`src/rtl/seg_monitor.sv`:
```
// Receive-side checker for the countdown display. It decodes both 7-segment digits and the light code,
// and flags any sampled tick that is not a legal decrement, hold, or reload at a light change.
module seg_monitor #(
   parameter int ERR_W      = 8,
   parameter bit CHECK_HOLD = 1'b1
) (
   input  logic             clk,
   input  logic             rst,
   input  logic             tick,
   input  logic             en,
   input  logic [6:0]       high_seg,
   input  logic [6:0]       low_seg,
   input  logic [1:0]       light,
   input  logic             clr_err,
   output logic [3:0]       bcd_hi,
   output logic [3:0]       bcd_lo,
   output logic             dec_valid,
   output logic             err,
   output logic [2:0]       err_code,
   output logic [ERR_W-1:0] err_cnt,
   output logic             dbg_state
);

   typedef enum logic {IDLE = 1'b0, TRACK = 1'b1} state_t;

   localparam logic [2:0] E_NONE     = 3'd0;
   localparam logic [2:0] E_BADSEG   = 3'd1;
   localparam logic [2:0] E_BADLIGHT = 3'd2;
   localparam logic [2:0] E_LIGHTCHG = 3'd3;
   localparam logic [2:0] E_RELOAD0  = 3'd4;
   localparam logic [2:0] E_HOLD     = 3'd5;
   localparam logic [2:0] E_STEP     = 3'd6;

   // Returns {valid, digit}; an unknown pattern decodes to digit 4'hF with valid low.
   function automatic logic [4:0] seg_dec(input logic [6:0] s);
      case (s)
         7'h7E:   seg_dec = {1'b1, 4'd0};
         7'h30:   seg_dec = {1'b1, 4'd1};
         7'h6D:   seg_dec = {1'b1, 4'd2};
         7'h79:   seg_dec = {1'b1, 4'd3};
         7'h33:   seg_dec = {1'b1, 4'd4};
         7'h5B:   seg_dec = {1'b1, 4'd5};
         7'h5F:   seg_dec = {1'b1, 4'd6};
         7'h70:   seg_dec = {1'b1, 4'd7};
         7'h7F:   seg_dec = {1'b1, 4'd8};
         7'h7B:   seg_dec = {1'b1, 4'd9};
         default: seg_dec = {1'b0, 4'hF};
      endcase
   endfunction

   state_t           state_q, state_d;
   logic [7:0]       prev_val_q, prev_val_d;
   logic [1:0]       prev_light_q, prev_light_d;
   logic [3:0]       bcd_hi_q, bcd_hi_d, bcd_lo_q, bcd_lo_d;
   logic             dec_valid_q, dec_valid_d;
   logic             err_q, err_d;
   logic [2:0]       err_code_q, err_code_d;
   logic [ERR_W-1:0] err_cnt_q, err_cnt_d;

   logic [4:0]       hi_dec, lo_dec;
   logic             samp_ok, light_chg, prev_zero;
   logic [7:0]       samp_val, step_val;
   logic [2:0]       code;

   always_comb begin
      hi_dec    = seg_dec(high_seg);
      lo_dec    = seg_dec(low_seg);
      samp_ok   = hi_dec[4] & lo_dec[4];
      samp_val  = {hi_dec[3:0], lo_dec[3:0]};
      light_chg = (light != prev_light_q);
      prev_zero = (prev_val_q == 8'h00);
      // BCD decrement with borrow; meaningless for prev 00, which is excluded separately.
      step_val  = (prev_val_q[3:0] == 4'd0) ? {prev_val_q[7:4] - 4'd1, 4'd9}
                                            : {prev_val_q[7:4], prev_val_q[3:0] - 4'd1};

      code = E_NONE;
      if (!samp_ok) begin
         code = E_BADSEG;
      end else if (light == 2'b11) begin
         code = E_BADLIGHT;
      end else if (state_q == TRACK) begin
         if (light_chg && !prev_zero) begin
            code = E_LIGHTCHG;
         end else if (light_chg && (samp_val == 8'h00)) begin
            code = E_RELOAD0;
         end else if (!light_chg && !en && CHECK_HOLD && (samp_val != prev_val_q)) begin
            code = E_HOLD;
         end else if (!light_chg && en && (prev_zero || (samp_val != step_val))) begin
            code = E_STEP;
         end
      end

      state_d      = state_q;
      prev_val_d   = prev_val_q;
      prev_light_d = prev_light_q;
      bcd_hi_d     = bcd_hi_q;
      bcd_lo_d     = bcd_lo_q;
      dec_valid_d  = dec_valid_q;
      err_d        = err_q;
      err_code_d   = err_code_q;
      err_cnt_d    = err_cnt_q;

      if (tick) begin
         bcd_hi_d     = hi_dec[3:0];
         bcd_lo_d     = lo_dec[3:0];
         dec_valid_d  = (code != E_BADSEG);
         prev_val_d   = samp_val;
         prev_light_d = light;
         state_d      = ((code == E_BADSEG) || (code == E_BADLIGHT)) ? IDLE : TRACK;
         if (code != E_NONE) begin
            err_d      = 1'b1;
            err_code_d = code;
            err_cnt_d  = (err_cnt_q == {ERR_W{1'b1}}) ? err_cnt_q : err_cnt_q + ERR_W'(1);
         end
      end

      // Clear beats a coincident error, but the sample itself is still shown and seeds prev.
      if (clr_err) begin
         state_d    = IDLE;
         err_d      = 1'b0;
         err_code_d = E_NONE;
         err_cnt_d  = '0;
      end
   end

   always_ff @(posedge clk or posedge rst) begin
      if (rst) begin
         state_q      <= IDLE;
         prev_val_q   <= 8'h00;
         prev_light_q <= 2'b00;
         bcd_hi_q     <= 4'd0;
         bcd_lo_q     <= 4'd0;
         dec_valid_q  <= 1'b0;
         err_q        <= 1'b0;
         err_code_q   <= E_NONE;
         err_cnt_q    <= '0;
      end else begin
         state_q      <= state_d;
         prev_val_q   <= prev_val_d;
         prev_light_q <= prev_light_d;
         bcd_hi_q     <= bcd_hi_d;
         bcd_lo_q     <= bcd_lo_d;
         dec_valid_q  <= dec_valid_d;
         err_q        <= err_d;
         err_code_q   <= err_code_d;
         err_cnt_q    <= err_cnt_d;
      end
   end

   assign bcd_hi    = bcd_hi_q;
   assign bcd_lo    = bcd_lo_q;
   assign dec_valid = dec_valid_q;
   assign err       = err_q;
   assign err_code  = err_code_q;
   assign err_cnt   = err_cnt_q;
   assign dbg_state = state_q;

endmodule

```
`config.mk`:
```
export PLATFORM = sky130hd
export DESIGN_NAME = seg_monitor
export DESIGN_NICKNAME = d
export VERILOG_FILES = /design/src/rtl/seg_monitor.sv
export SDC_FILE = /design/constraint.sdc
export NUM_CORES = 1
export LEC_CHECK = 0
export CORE_MARGIN = 2
export CORE_UTILIZATION = 55
export CTS_CLUSTER_SIZE = 24
export DETAILED_ROUTE_END_ITERATION = 6
export PLACE_DENSITY_LB_ADDON = 0.2
export SYNTH_ARGS = -nofsm -noshare
export SYNTH_HDL_FRONTEND = slang
export SYNTH_SLANG_ARGS = --single-unit
```
`constraint.sdc`:
```
create_clock -name clk -period 5.29 [get_ports clk]
set_input_delay 0.7935 -clock clk [delete_from_list [all_inputs] [get_ports clk]]
set_output_delay 0.7935 -clock clk [all_outputs]
set_load 0.02 [all_outputs]
```
Word level (Yosys, flattened, before mapping)
Cells that the tools add are included.
Widths: inputs -> output; s select.
{"block": "op_classes", "reduce_logical": 19, "bitwise_logic": 1, "n_mux": 23, "n_eq_ne": 29, "addsub": 3}
{"cell": "$eq 7x7->1 const B", "n": 16}
{"cell": "$pmux 5 s10", "n": 2}
{"cell": "$mux 8", "n": 5}
{"cell": "$mux 3", "n": 10}
{"cell": "$eq 7x6->1 const B", "n": 4}
{"cell": "$logic_not 8->1", "n": 2}
{"cell": "$ne 8x8->1", "n": 2}
{"cell": "$add 8x1->8 const B", "n": 1}
{"cell": "$eq 8x8->1 const B", "n": 1}
{"cell": "$sub 4x1->4 const B", "n": 2}
{"cell": "$logic_and 1x1->1", "n": 6}
{"cell": "$mux 1", "n": 6}
{"cell": "$logic_not 4->1", "n": 1}
{"cell": "$reduce_bool 2->1", "n": 2}
{"cell": "$eq 3x1->1 const B", "n": 1}
{"cell": "$eq 3x2->1 const B", "n": 1}
{"cell": "$logic_not 1->1", "n": 3}
{"cell": "$ne 3x1->1 const B", "n": 1}
{"cell": "$reduce_and 3->1", "n": 1}
{"cell": "$reduce_bool 3->1", "n": 1}
{"cell": "$eq 2x2->1 const B", "n": 1}
{"cell": "$logic_or 1x1->1", "n": 2}
{"cell": "$ne 2x2->1", "n": 1}
{"cell": "$ne 2x2->1 const B", "n": 1}
{"cell": "2 further kinds", "n": 2}
{"block": "totals", "in_bits": 21, "regBits": 32, "out_inout_bits": 22, "word_cells": 84}

Longest topological paths before layout
Gate-level depths: netlist of the first run.
{"block": "depth", "depth_word": 17, "depth_mapped": 12, "ltp_nobuf": 11}

Worst setup path before layout of the first run
OpenSTA, ideal clock, no wires.
{"block": "synth_timing", "kind": "in2reg", "from": "input high_seg[2]", "to": "register err_cnt_q[7], in the netlist err_cnt[7]", "cell_stages": 10, "t_required_ns": 5.203, "setup_time_ns": 0.087, "arrival_time_ns": 3.245, "path_buffers": 0, "path_slack_ns": 1.958, "path_cell_list": "or4b_4 -> o32ai_4 -> xnor2_1 -> o32a_1 -> o22ai_1 -> a41o_1 -> a21boi_4 -> a31o_4 -> or4_1 -> a211oi_2"}
{"block": "synth_between", "elab_chain_cells": 15, "word_cells_on_any_way": 29, "cone_classes": "eq/ne (12); mux (8); bitwise (1); reduce/logical (8)"}
{"element": "start: declaration", "line_no": "11", "text": "input logic [6:0] high_seg,"}
{"element": "$eq 7x7->1 / $eq 7x6->1 (equally long branches)", "line_no": "36", "text": "case (s)"}
{"element": "$pmux 5 s10 (*)", "line_no": "36"}
{"element": "$ne 8x8->1", "line_no": "88", "text": "end else if (!light_chg && en && (prev_zero || (samp_val != step_val))) begin"}
{"element": "$logic_or 1x1->1", "line_no": "88"}
{"element": "$logic_and 1x1->1", "line_no": "88"}
{"element": "$mux 3", "line_no": "88"}
{"element": "$mux 3", "line_no": "86", "text": "end else if (!light_chg && !en && CHECK_HOLD && (samp_val != prev_val_q)) begin"}
{"element": "$mux 3", "line_no": "84", "text": "end else if (light_chg && (samp_val == 8'h00)) begin"}
{"element": "$mux 3", "line_no": "82", "text": "if (light_chg && !prev_zero) begin"}
{"element": "$mux 3", "line_no": "81", "text": "end else if (state_q == TRACK) begin"}
{"element": "$mux 3", "line_no": "79", "text": "end else if (light == 2'b11) begin"}
{"element": "$mux 3 (*)", "line_no": "77", "text": "if (!samp_ok) begin"}
{"element": "$reduce_bool 3->1 (*)", "line_no": "110", "text": "if (code != E_NONE) begin"}
{"element": "$reduce_bool 2->1 (no line) (*)"}
{"element": "$reduce_and 3->1 (no line) (*)"}
{"element": "end signal: assignment", "line_no": "146", "text": "err_cnt_q <= err_cnt_d;"}
{"element": "end: declaration", "line_no": "58", "text": "logic [ERR_W-1:0] err_cnt_q, err_cnt_d;"}
Every way passes the cells marked *; elsewhere a longest branch is shown, timed or not.
A chain may end at the register's enable or synchronous reset.

Worst setup path after layout of the first run
{"block": "layout_timing", "from": "input low_seg[3]", "to": "register err_cnt_q[5], in the netlist err_cnt[5]"}
{"block": "layout_between", "elab_chain_cells": 15, "word_cells_on_any_way": 29, "cone_classes": "eq/ne (12); mux (8); bitwise (1); reduce/logical (8)"}
{"element": "start: declaration", "line_no": "12", "text": "input logic [6:0] low_seg,"}
{"element": "$eq 7x7->1 / $eq 7x6->1 (equally long branches)", "line_no": "36"}
{"element": "$pmux 5 s10 (*)", "line_no": "36"}
{"element": "$ne 8x8->1", "line_no": "88"}
{"element": "$logic_or 1x1->1", "line_no": "88"}
{"element": "$logic_and 1x1->1", "line_no": "88"}
{"element": "$mux 3", "line_no": "88"}
{"element": "$mux 3", "line_no": "86"}
{"element": "$mux 3", "line_no": "84"}
{"element": "$mux 3", "line_no": "82"}
{"element": "$mux 3", "line_no": "81"}
{"element": "$mux 3", "line_no": "79"}
{"element": "$mux 3 (*)", "line_no": "77"}
{"element": "$reduce_bool 3->1 (*)", "line_no": "110"}
{"element": "$reduce_bool 2->1 (no line) (*)"}
{"element": "$reduce_and 3->1 (no line) (*)"}
Marks and branches as above.

==> results of run 1 <==
[sequential cells by signal, summed over array words and instances (netlist names)]
| name | cells |
|---|---|
| prev_val_q | 8 |
| dec_valid | 1 |
| dbg_state | 1 |
| err_cnt | 8 |
| err_code | 3 |
| prev_light_q | 2 |
| err | 1 |
[worst max path at each step]
stage           startpoint                endpoint  cells after the start
2_1_floorplan  high_seg[2]  err_cnt[7]$_DFFE_PP0P_                     10
3_3_place_gp   high_seg[2]  err_cnt[5]$_DFFE_PP0P_                     11
3_5_place_dp    low_seg[3]  err_cnt[5]$_DFFE_PP0P_                     11
4_1_cts         low_seg[3]  err_cnt[5]$_DFFE_PP0P_                     11
5_1_grt         low_seg[3]  err_cnt[5]$_DFFE_PP0P_                     11
6_report        low_seg[3]  err_cnt[5]$_DFFE_PP0P_                     11
[power breakdown]
group	switching [mW]	leakage [nW]	internal, mW	total (mW)
clock network	0.0558	0.0288	0.0663	0.122
logic	0.0670	0.626	0.0583	0.125
registers	0.0109	0.293	0.191	0.202
[cell type report]
class / instances / area [um2] / share of cell area [%]
repair buffers: 42 / 420 / 16.3
flip-flops and latches: 24 / 601 / 23.3
clock buffers: 4 / 55.1 / 2.14
inverters: 11 / 41.3 / 1.60
multi-input cells: 200 / 1400 / 54.3
well taps: 48 / 60.1 / 2.33
[per-stage QoR]
stage,instances,utilization (%),power [mW]
finish,329,70.4,0.449
global route,329,70.4,0.477
detailed placement,325,68.9,0.330
floorplan,244,-,0.283
global placement,325,68.9,0.328
CTS,329,70.4,0.454
[cell usage in the layout (no fill, tap or decap), drive strengths merged, types with 4 or more instances in the layout]
master	instances
a21oi	17
clkbuf	4
clkdlybuf4s50	42
dfrtp	24
inv	11
mux2	7
nand2	21
nand2b	7
nand3	12
nor2	27
nor3	6
nor4	8
o21ai	13
o22ai	4
o31ai	6
xnor2	13
xor2	4
[per-layer routing]
layer	vias to the layer above	track usage, %	part of all wire (%)	wire [um]
met3	4	4.45	5.0	229
met2	51	38.6	45	2070
met5	-	0	0	0
met4	0	3.13	0.56	26
met1	912	32.4	50	2290
li1	978	-	-	-
[worst register-to-register path, cell delays in order, from the launching register on]
cell and delay [ns]:
dfrtp_1 0.49, nor4_2 0.48, nand2_1 0.12, xnor2_1 0.29, mux2_2 0.38, o21ai_0 0.30, o31ai_4 0.15, o311ai_4 0.35
a31o_4 0.30, nor4_1 0.09, mux2_1 0.32
[synthesized netlist by cell type, types with 5 or more instances]
cell,count
clkbuf_1,6
a21oi_1,16
nand2b_1,7
nor2_1,26
o21ai_0,9
nand2_1,21
nand3_1,12
inv_1,11
o31ai_1,5
xnor2_1,13
nor4_1,6
dfrtp_1,24
mux2_2,5
[kinds of logic (layout without fill, tap and decap cells)]
family,count (synthesis),in the layout,share of synthesized area (%)
adders and majority gates,3,3,1.80
muxes,8,8,4.26
xor gates and xnor gates,17,17,7.14
DFF,24,24,28.8
buffers and inverters,20,57,4.08
and+or+nand+nor,107,107,28.9
AOI/OAI and AO/OA,65,65,25.0
==> impl_metrics.json, run 1 <==
{
  "status": "finished clean",
  "vias": 1945,
  "drc": 0,
  "fin_area_um2": 2580,
  "min_to": "err$_DFFE_PP0P_",
  "core_um2": 3660,
  "hold_buffers": 0,
  "skew_ns": 0.00144,
  "powerDensity_nw_per_um2": 174,
  "antenna_found_initial": 0,
  "ant_nets": 0,
  "reg2reg_from": "prev_val_q[0]$_DFFE_PP0P_",
  "rsz0062_at_grt": "no",
  "gr-total-overflow": 0,
  "fp.dieW_um": 65.6,
  "holdPathStages": 1,
  "finalMaxSlewViolations": 0,
  "post_cts_buffers": 0,
  "numCtsBuffers": 3,
  "slowest_stage": "clkdlybuf4s50_1",
  "placed_area_um2": 2520,
  "grt_pass1_vias": 1789,
  "synth.area.top_cells": "dfrtp_1 29%, xnor2_1 5.5%, nor2_1 4.7%",
  "r2r_slack_ns": 1.91,
  "cts_htree_levels": 1,
  "slowest_delay_ns": 0.50,
  "final-hold-violation-count": 0,
  "cp_top_family": "compound AO/OA/AOI/OAI gates",
  "worst_pin_slew_ns": 0.897,
  "yosysUniqueCellTypes": 65,
  "cp-end-kind": "flop",
  "io_buffers": 42,
  "setup_tns_ns": 0,
  "ys_warn_count": 0,
  "grt_use_total_pct": 23.3,
  "die-area_um2": 4300,
  "drt_iter0_markers": 164,
  "grt_first_pass_wirelength_mm": 8.05,
  "firstDrtPassIters": 4,
  "ctsResizeCount": 0,
  "area_growth_pct": 23.6,
  "gp_congestion": 0.959,
  "ys_ff_latch": 24,
  "reg2regPathDepth": 10,
  "drv_cap": 0,
  "cts_tree": "done",
  "slew_headroom_pct": 40.1,
  "synthArstFlopShare_pct": 100,
  "routed_wl_mm": 4.61,
  "required_ns": 5.44,
  "nFillCells": 310,
  "clockBufferDepth": 2,
  "path_buf_inv": 1,
  "hold_path_class": "reg -> reg",
  "vias_per_cell": 5.91,
  "insertion_delay_ns": 0.26,
  "finalSetupViolCount": 0,
  "synthFlopType": "dfrtp_1",
  "core.rowCount": 22,
  "synth_cells": 244,
  "clk_pin_slew_ns": 0.08,
  "hp-start": "err$_DFFE_PP0P_",
  "num_antenna_cells": 0,
  "start_util_pct": 57.0,
  "whs_ns": 0.506,
  "avgSynthCellArea_um2": 8.55,
  "syn_nets": 268,
  "crit_chain": "clkdlybuf4s50_1 > nand4bb_1 > nor3_2 > nor3_1 > xnor2_1 > o211ai_1 > a2111o_1 > o311ai_4 > a31o_4 > nor4_1 > mux2_1",
  "finalWorstSetupSlack_ns": 1.39,
  "p_leak_nw": 0.948,
  "cts.sinks": 24,
  "yosys.area.top_type": "dfrtp_1",
  "routedWlPerCell_um": 14.0,
  "drive_gt1_share_pct": 10.3,
  "cp_max_fo": 17,
  "ctsRootBufferMaster": "clkbuf_8",
  "synth_edf_count": 0,
  "max_freq_mhz": 257,
  "die_h_um": 65.6,
  "period_needed_ns": 3.90,
  "post-dp-hpwl_mm": 3.53,
  "arrival_ns": 4.05,
  "post-route-period-util_pct": 73.7,
  "worst_ir_drop_vdd_uv": 248,
  "seq_area_frac_synth_pct": 28.8,
  "startpoint_type": "input port",
  "syn_area_um2": 2090,
  "synth_top_area_share_pct": 28.8,
  "criticalPathCategory": "in -> reg",
  "pre_cts_ws_ns": 1.14,
  "grt_max_degree": 26,
  "fin_nets": 306,
  "io_pins": 43,
  "r2r_end": "err_cnt[5]$_DFFE_PP0P_"
}
(Power assumes the default switching activity.)
==> run 2, diff against run 1 <==
--- a/config.mk
+++ b/config.mk
@@ -6,7 +6,7 @@
 export NUM_CORES = 1
 export LEC_CHECK = 0
 export CORE_MARGIN = 2
-export CORE_UTILIZATION = 55
+export CORE_UTILIZATION = 52
 export CTS_CLUSTER_SIZE = 24
 export DETAILED_ROUTE_END_ITERATION = 6
 export PLACE_DENSITY_LB_ADDON = 0.2
==> constraint.sdc (replaced) <==
create_clock -name clk -period 3.73 [get_ports clk]
set_input_delay 0.5595 -clock clk [delete_from_list [all_inputs] [get_ports clk]]
set_output_delay 0.5595 -clock clk [all_outputs]
set_load 0.02 [all_outputs]
==> run 2 against run 1 <==
Net effect: first-iteration DRC count shrank 29%; global-route usage grew 0.14 points; final area grew 5.7%; register-to-register slack lost 1.4 ns; die area grew 5.4%; setup slack lost 1.2 ns; non-clock buffer count grew 17; sequential power grew 42%; final cell count grew 5.8%; clock power grew 94%; count of clock-buffer cells in the layout shrank 1; sequential share of layout area shrank 1.3 points; critical endpoint is now err_cnt[7]$_DFFE_PP0P_.
==> impl_metrics.json, run 2 (synthesis results as in run 1) <==
{
  "grt_pass1_vias": 1889,
  "ctsResizeCount": 0,
  "cp_max_fo": 9,
  "grt_max_degree": 26,
  "numCtsBuffers": 3,
  "vias": 2034,
  "drive_gt1_share_pct": 15.4,
  "reg2regPathDepth": 10,
  "num_antenna_cells": 0,
  "post-route-period-util_pct": 94.0,
  "vias_per_cell": 5.84,
  "arrival_ns": 3.70,
  "finalMaxSlewViolations": 0,
  "post_cts_buffers": 0,
  "die-area_um2": 4530,
  "drv_cap": 0,
  "skew_ns": 0.00760,
  "fin_area_um2": 2720,
  "firstDrtPassIters": 4,
  "setup_tns_ns": 0,
  "slowest_stage": "or4b_4",
  "io_pins": 43,
  "p_leak_nw": 1.04,
  "rsz0062_at_grt": "no",
  "grt_first_pass_wirelength_mm": 8.34,
  "hold_path_class": "reg -> reg",
  "status": "finished clean",
  "worst_ir_drop_vdd_uv": 184,
  "ctsRootBufferMaster": "clkbuf_8",
  "required_ns": 3.92,
  "drc": 0,
  "post-dp-hpwl_mm": 3.92,
  "slowest_delay_ns": 0.61,
  "clk_pin_slew_ns": 0.10,
  "core_um2": 3940,
  "drt_iter0_markers": 116,
  "worstSetupStartpoint": "high_seg[2]",
  "die_h_um": 67.3,
  "hp-start": "err$_DFFE_PP0P_",
  "cts_htree_levels": 1,
  "startpoint_type": "input port",
  "insertion_delay_ns": 0.27,
  "finalWorstSetupSlack_ns": 0.223,
  "worst_pin_slew_ns": 0.982,
  "power_mw": 0.711,
  "nFillCells": 318,
  "ant_nets": 0,
  "criticalPathCategory": "in -> reg",
  "grt_use_total_pct": 23.4,
  "regArea_um2": 601,
  "mostFrequentLayoutCell": "clkdlybuf4s50_1",
  "multi_input_area_um2": 1400,
  "final-hold-violation-count": 0,
  "cts.sinks": 24,
  "critPathCapture": "err_cnt[7]$_DFFE_PP0P_",
  "slew_headroom_pct": 34.5,
  "area_growth_pct": 30.6,
  "hold_buffers": 0,
  "core.rowCount": 23,
  "reg2reg_from": "prev_val_q[0]$_DFFE_PP0P_",
  "routedWlPerCell_um": 14.8,
  "fin_nets": 323,
  "pre_cts_ws_ns": -0.0473,
  "antenna_found_initial": 0,
  "gp_congestion": 0.919,
  "cts_tree": "done",
  "final_cell_mix": "42 x clkdlybuf4s50_1, 26 x nor2_1, 24 x dfrtp_1",
  "r2r_end": "err_cnt[5]$_DFFE_PP0P_",
  "clockBufferDepth": 2,
  "powerDensity_nw_per_um2": 261,
  "gr-total-overflow": 0,
  "cp-end-kind": "flop",
  "max_freq_mhz": 285,
  "crit_chain": "clkdlybuf4s50_1 > or4b_4 > nor2_2 > nor3_2 > and2_1 > nor2_1 > xnor2_1 > o311ai_4 > a31o_4 > or4_1 > a211oi_2",
  "finalSetupViolCount": 0,
  "fp.dieW_um": 67.3,
  "r2r_slack_ns": 0.47,
  "placed_area_um2": 2650,
  "whs_ns": 0.529,
  "start_util_pct": 52.9,
  "io_buffers": 42,
  "period_needed_ns": 3.51,
  "routed_wl_mm": 5.16
}
-- run 2: changes by cell type in the layout (fill, tap and decap cells not counted), sizes merged --
cell    delta
buf       +17
clkbuf     -1
bufinv     +1
-- run 2: layout make-up --
type	instances	area share, %
tap	50	2.30
multi-input combinational	200	51.4
clock buffer	3	1.52
sequential	24	22.0
inverter	11	1.52
clock inverter	1	1.10
timing repair buffer	59	20.1
-- run 2: power by group --
part	switching, mW	leakage, nW	internal [mW]	total (mW)
sequential	0.0157	0.293	0.271	0.287
combinational	0.0979	0.711	0.0899	0.188
clock	0.0936	0.0357	0.144	0.237
-- run 2: routing by layer --
metal | routed length [um] | global-route usage, % | vias up
met5 | 0 | 0 | -
met2 | 2630 | 42.1 | 40
met3 | 169 | 3.50 | 8
li1 | - | - | 1013
met1 | 2300 | 29.4 | 973
met4 | 57 | 5.61 | 0
-- run 2: how the worst min path moves through the flow --
stage	to	cells after the start
final	err$_DFFE_PP0P_	1
after global routing	err$_DFFE_PP0P_	1
after detailed placement	err$_DFFE_PP0P_	1
after floorplan	prev_light_q[1]$_DFFE_PP0P_	1
after global placement	err$_DFFE_PP0P_	1
after CTS	err$_DFFE_PP0P_	1
-- run 2: per-stage QoR --
| stage | cells | util (%) |
|---|---|---|
| final | 348 | 69.1 |
| after CTS | 348 | 69.1 |
| after floorplan | 244 | - |
| after detailed placement | 344 | 67.3 |
| after global placement | 344 | 67.3 |
| after global routing | 348 | 69.1 |
-- run 2: critical path, delay by kind of cell --
family          cells  cell delay (ns)
xor+xnor            1             0.19
simple gates        6             1.81
compound gates      3             0.64
buf+inv             1             0.50
==> run 3, diff against run 2 <==
--- a/config.mk
+++ b/config.mk
@@ -9,7 +9,9 @@
 export CORE_UTILIZATION = 52
 export CTS_CLUSTER_SIZE = 24
 export DETAILED_ROUTE_END_ITERATION = 6
+export GPL_ROUTABILITY_DRIVEN = 1
 export PLACE_DENSITY_LB_ADDON = 0.2
+export SETUP_SLACK_MARGIN = 0.4
 export SYNTH_ARGS = -nofsm -noshare
 export SYNTH_HDL_FRONTEND = slang
 export SYNTH_SLANG_ARGS = --single-unit
==> run 3 against run 2 <==
Net effect: final area rose by 13%; power rose by 4.6%; flip-flop and latch count did not move; global-route usage rose by 1.9 points.
==> impl_metrics.json, run 3 (synthesis results as in run 1) <==
{
  "status": "finished clean",
  "grt_pass1_vias": 2048,
  "core.rowCount": 23,
  "slowest_stage": "o32ai_1",
  "clockBufferDepth": 2,
  "cts_tree": "done",
  "ant_nets": 0,
  "criticalPathCategory": "in -> reg",
  "start_util_pct": 52.9,
  "required_ns": 3.92,
  "skew_ns": 0.00826,
  "setup_tns_ns": 0,
  "path_common_cell": "nor2_1",
  "crit_chain": "clkdlybuf4s50_1 > buf_4 > nor2_1 > o32ai_1 > nor2_1 > a21oi_1 > o22ai_1 > a41o_1 > a21boi_4 > a31o_4 > or4_4 > a211oi_2",
  "drv_cap": 0,
  "pre_cts_ws_ns": -0.0473,
  "drc": 0,
  "max_freq_mhz": 304,
  "slowest_delay_ns": 0.54,
  "r2r_slack_ns": 0.66,
  "hold_path_class": "reg -> reg",
  "vias_per_cell": 6.21,
  "nFillCells": 241,
  "gp_congestion": 0.919,
  "grt_max_degree": 26,
  "routed_wl_mm": 6.37,
  "vias": 2266,
  "period_needed_ns": 3.29,
  "fp.dieW_um": 67.3,
  "worst_pin_slew_ns": 0.982,
  "routedWlPerCell_um": 17.5,
  "die_h_um": 67.3,
  "grt_use_total_pct": 25.3,
  "mostFrequentLayoutCell": "buf_4",
  "insertion_delay_ns": 0.28,
  "power_mw": 0.744,
  "antenna_found_initial": 0,
  "numCtsBuffers": 3,
  "num_antenna_cells": 0,
  "post-route-period-util_pct": 88.1,
  "whs_ns": 0.530,
  "startpoint_type": "input port",
  "core_um2": 3940,
  "powerDensity_nw_per_um2": 243,
  "worst_ir_drop_vdd_uv": 187,
  "ctsRootBufferMaster": "clkbuf_8",
  "gr-total-overflow": 0,
  "final-hold-violation-count": 0,
  "drive_gt1_share_pct": 27.3,
  "slew_headroom_pct": 34.5,
  "finalSetupViolCount": 0,
  "cts_htree_levels": 1,
  "die-area_um2": 4530,
  "area_growth_pct": 47.2,
  "io_pins": 43,
  "cts.sinks": 24,
  "final_cell_mix": "32 x buf_4, 30 x clkdlybuf4s50_1, 24 x dfrtp_1",
  "drt_iter0_markers": 187,
  "cp-end-kind": "flop",
  "fin_nets": 340,
  "finalWorstSetupSlack_ns": 0.444,
  "clk_pin_slew_ns": 0.10,
  "cp_max_fo": 5,
  "finalMaxSlewViolations": 0,
  "arrival_ns": 3.48,
  "p_leak_nw": 1.28,
  "rsz0062_at_grt": "no",
  "post-route-util_pct": 77.8,
  "firstDrtPassIters": 7,
  "grt_first_pass_wirelength_mm": 8.91,
  "post-dp-hpwl_mm": 3.92,
  "io_buffers": 42
}
[run 3: cell count changes in the layout (fill, tap and decap cells not counted), moves of 3 or more]
cell             delta
buf_4              +15
clkdlybuf4s50_1    -12
dlymetal6s2s_1      +8
nor2_1              -5
dlygate4sd2_1       +4
nor2_4              +3
[run 3: final cells by class]
class | count | area [um2] | share of cell area, %
flip-flops and latches | 24 | 601 | 19.6
clock buffers | 3 | 41.3 | 1.35
repair buffers | 75 | 687 | 22.4
inverters | 11 | 41.3 | 1.35
multi-input cells | 201 | 1610 | 52.3
well taps | 50 | 62.6 | 2.04
clock inverters | 1 | 30.0 | 0.978
[run 3: report_power, final]
part           leakage (nW)  switching [mW]  internal [mW]  total (mW)
Sequential            0.293          0.0176          0.271       0.288
Clock                0.0357          0.0950          0.144       0.239
Combinational         0.955           0.115          0.102       0.217
[run 3: routing by layer]
layer | GRT usage (%) | part of all wire (%) | up-vias
li1 | - | - | 1049
met1 | 30.7 | 41 | 1117
met2 | 45.5 | 52 | 78
met3 | 4.17 | 4.5 | 22
met4 | 7.91 | 2.5 | 0
met5 | 0 | 0 | -
[run 3: repair_timing]
| item | in CTS | in global routing |
|---|---|---|
| endpoints found under the setup margin | 11 | 12 |
| gates cloned | 1 | 0 |
| buffers inserted | 10 | 6 |
| hold buffers | 0 | 0 |
| pin swaps | 8 | 26 |
| gates resized for setup | 18 | 32 |
[run 3: worst paths after layout]
kind                                      startpoint                        end  depth (start not counted)
setup reg to reg           prev_val_q[0]$_DFFE_PP0P_     err_cnt[5]$_DFFE_PP0P_                         10
max in group asynchronous                        rst     err_cnt[3]$_DFFE_PP0P_                          2
hold / removal                       err$_DFFE_PP0P_            err$_DFFE_PP0P_                          1
min in group asynchronous                        rst  prev_val_q[1]$_DFFE_PP0P_                          2
setup / recovery                          low_seg[1]     err_cnt[7]$_DFFE_PP0P_                         12
hold reg to reg                      err$_DFFE_PP0P_            err$_DFFE_PP0P_                          1
[run 3: metrics by stage]
step	cell area (um2)	cells
floorplan	2090	244
finish	3070	365
CTS	2880	359
detailed placement	2650	344
global placement	2650	344
global route	3070	365
[run 3: worst max-delay path: cells and delay by family]
| family | cells | cell delay (ns) |
|---|---|---|
| AO/OA/AOI/OAI | 7 | 1.68 |
| buffers and inverters | 2 | 0.64 |
| AND/OR/NAND/NOR | 3 | 0.61 |
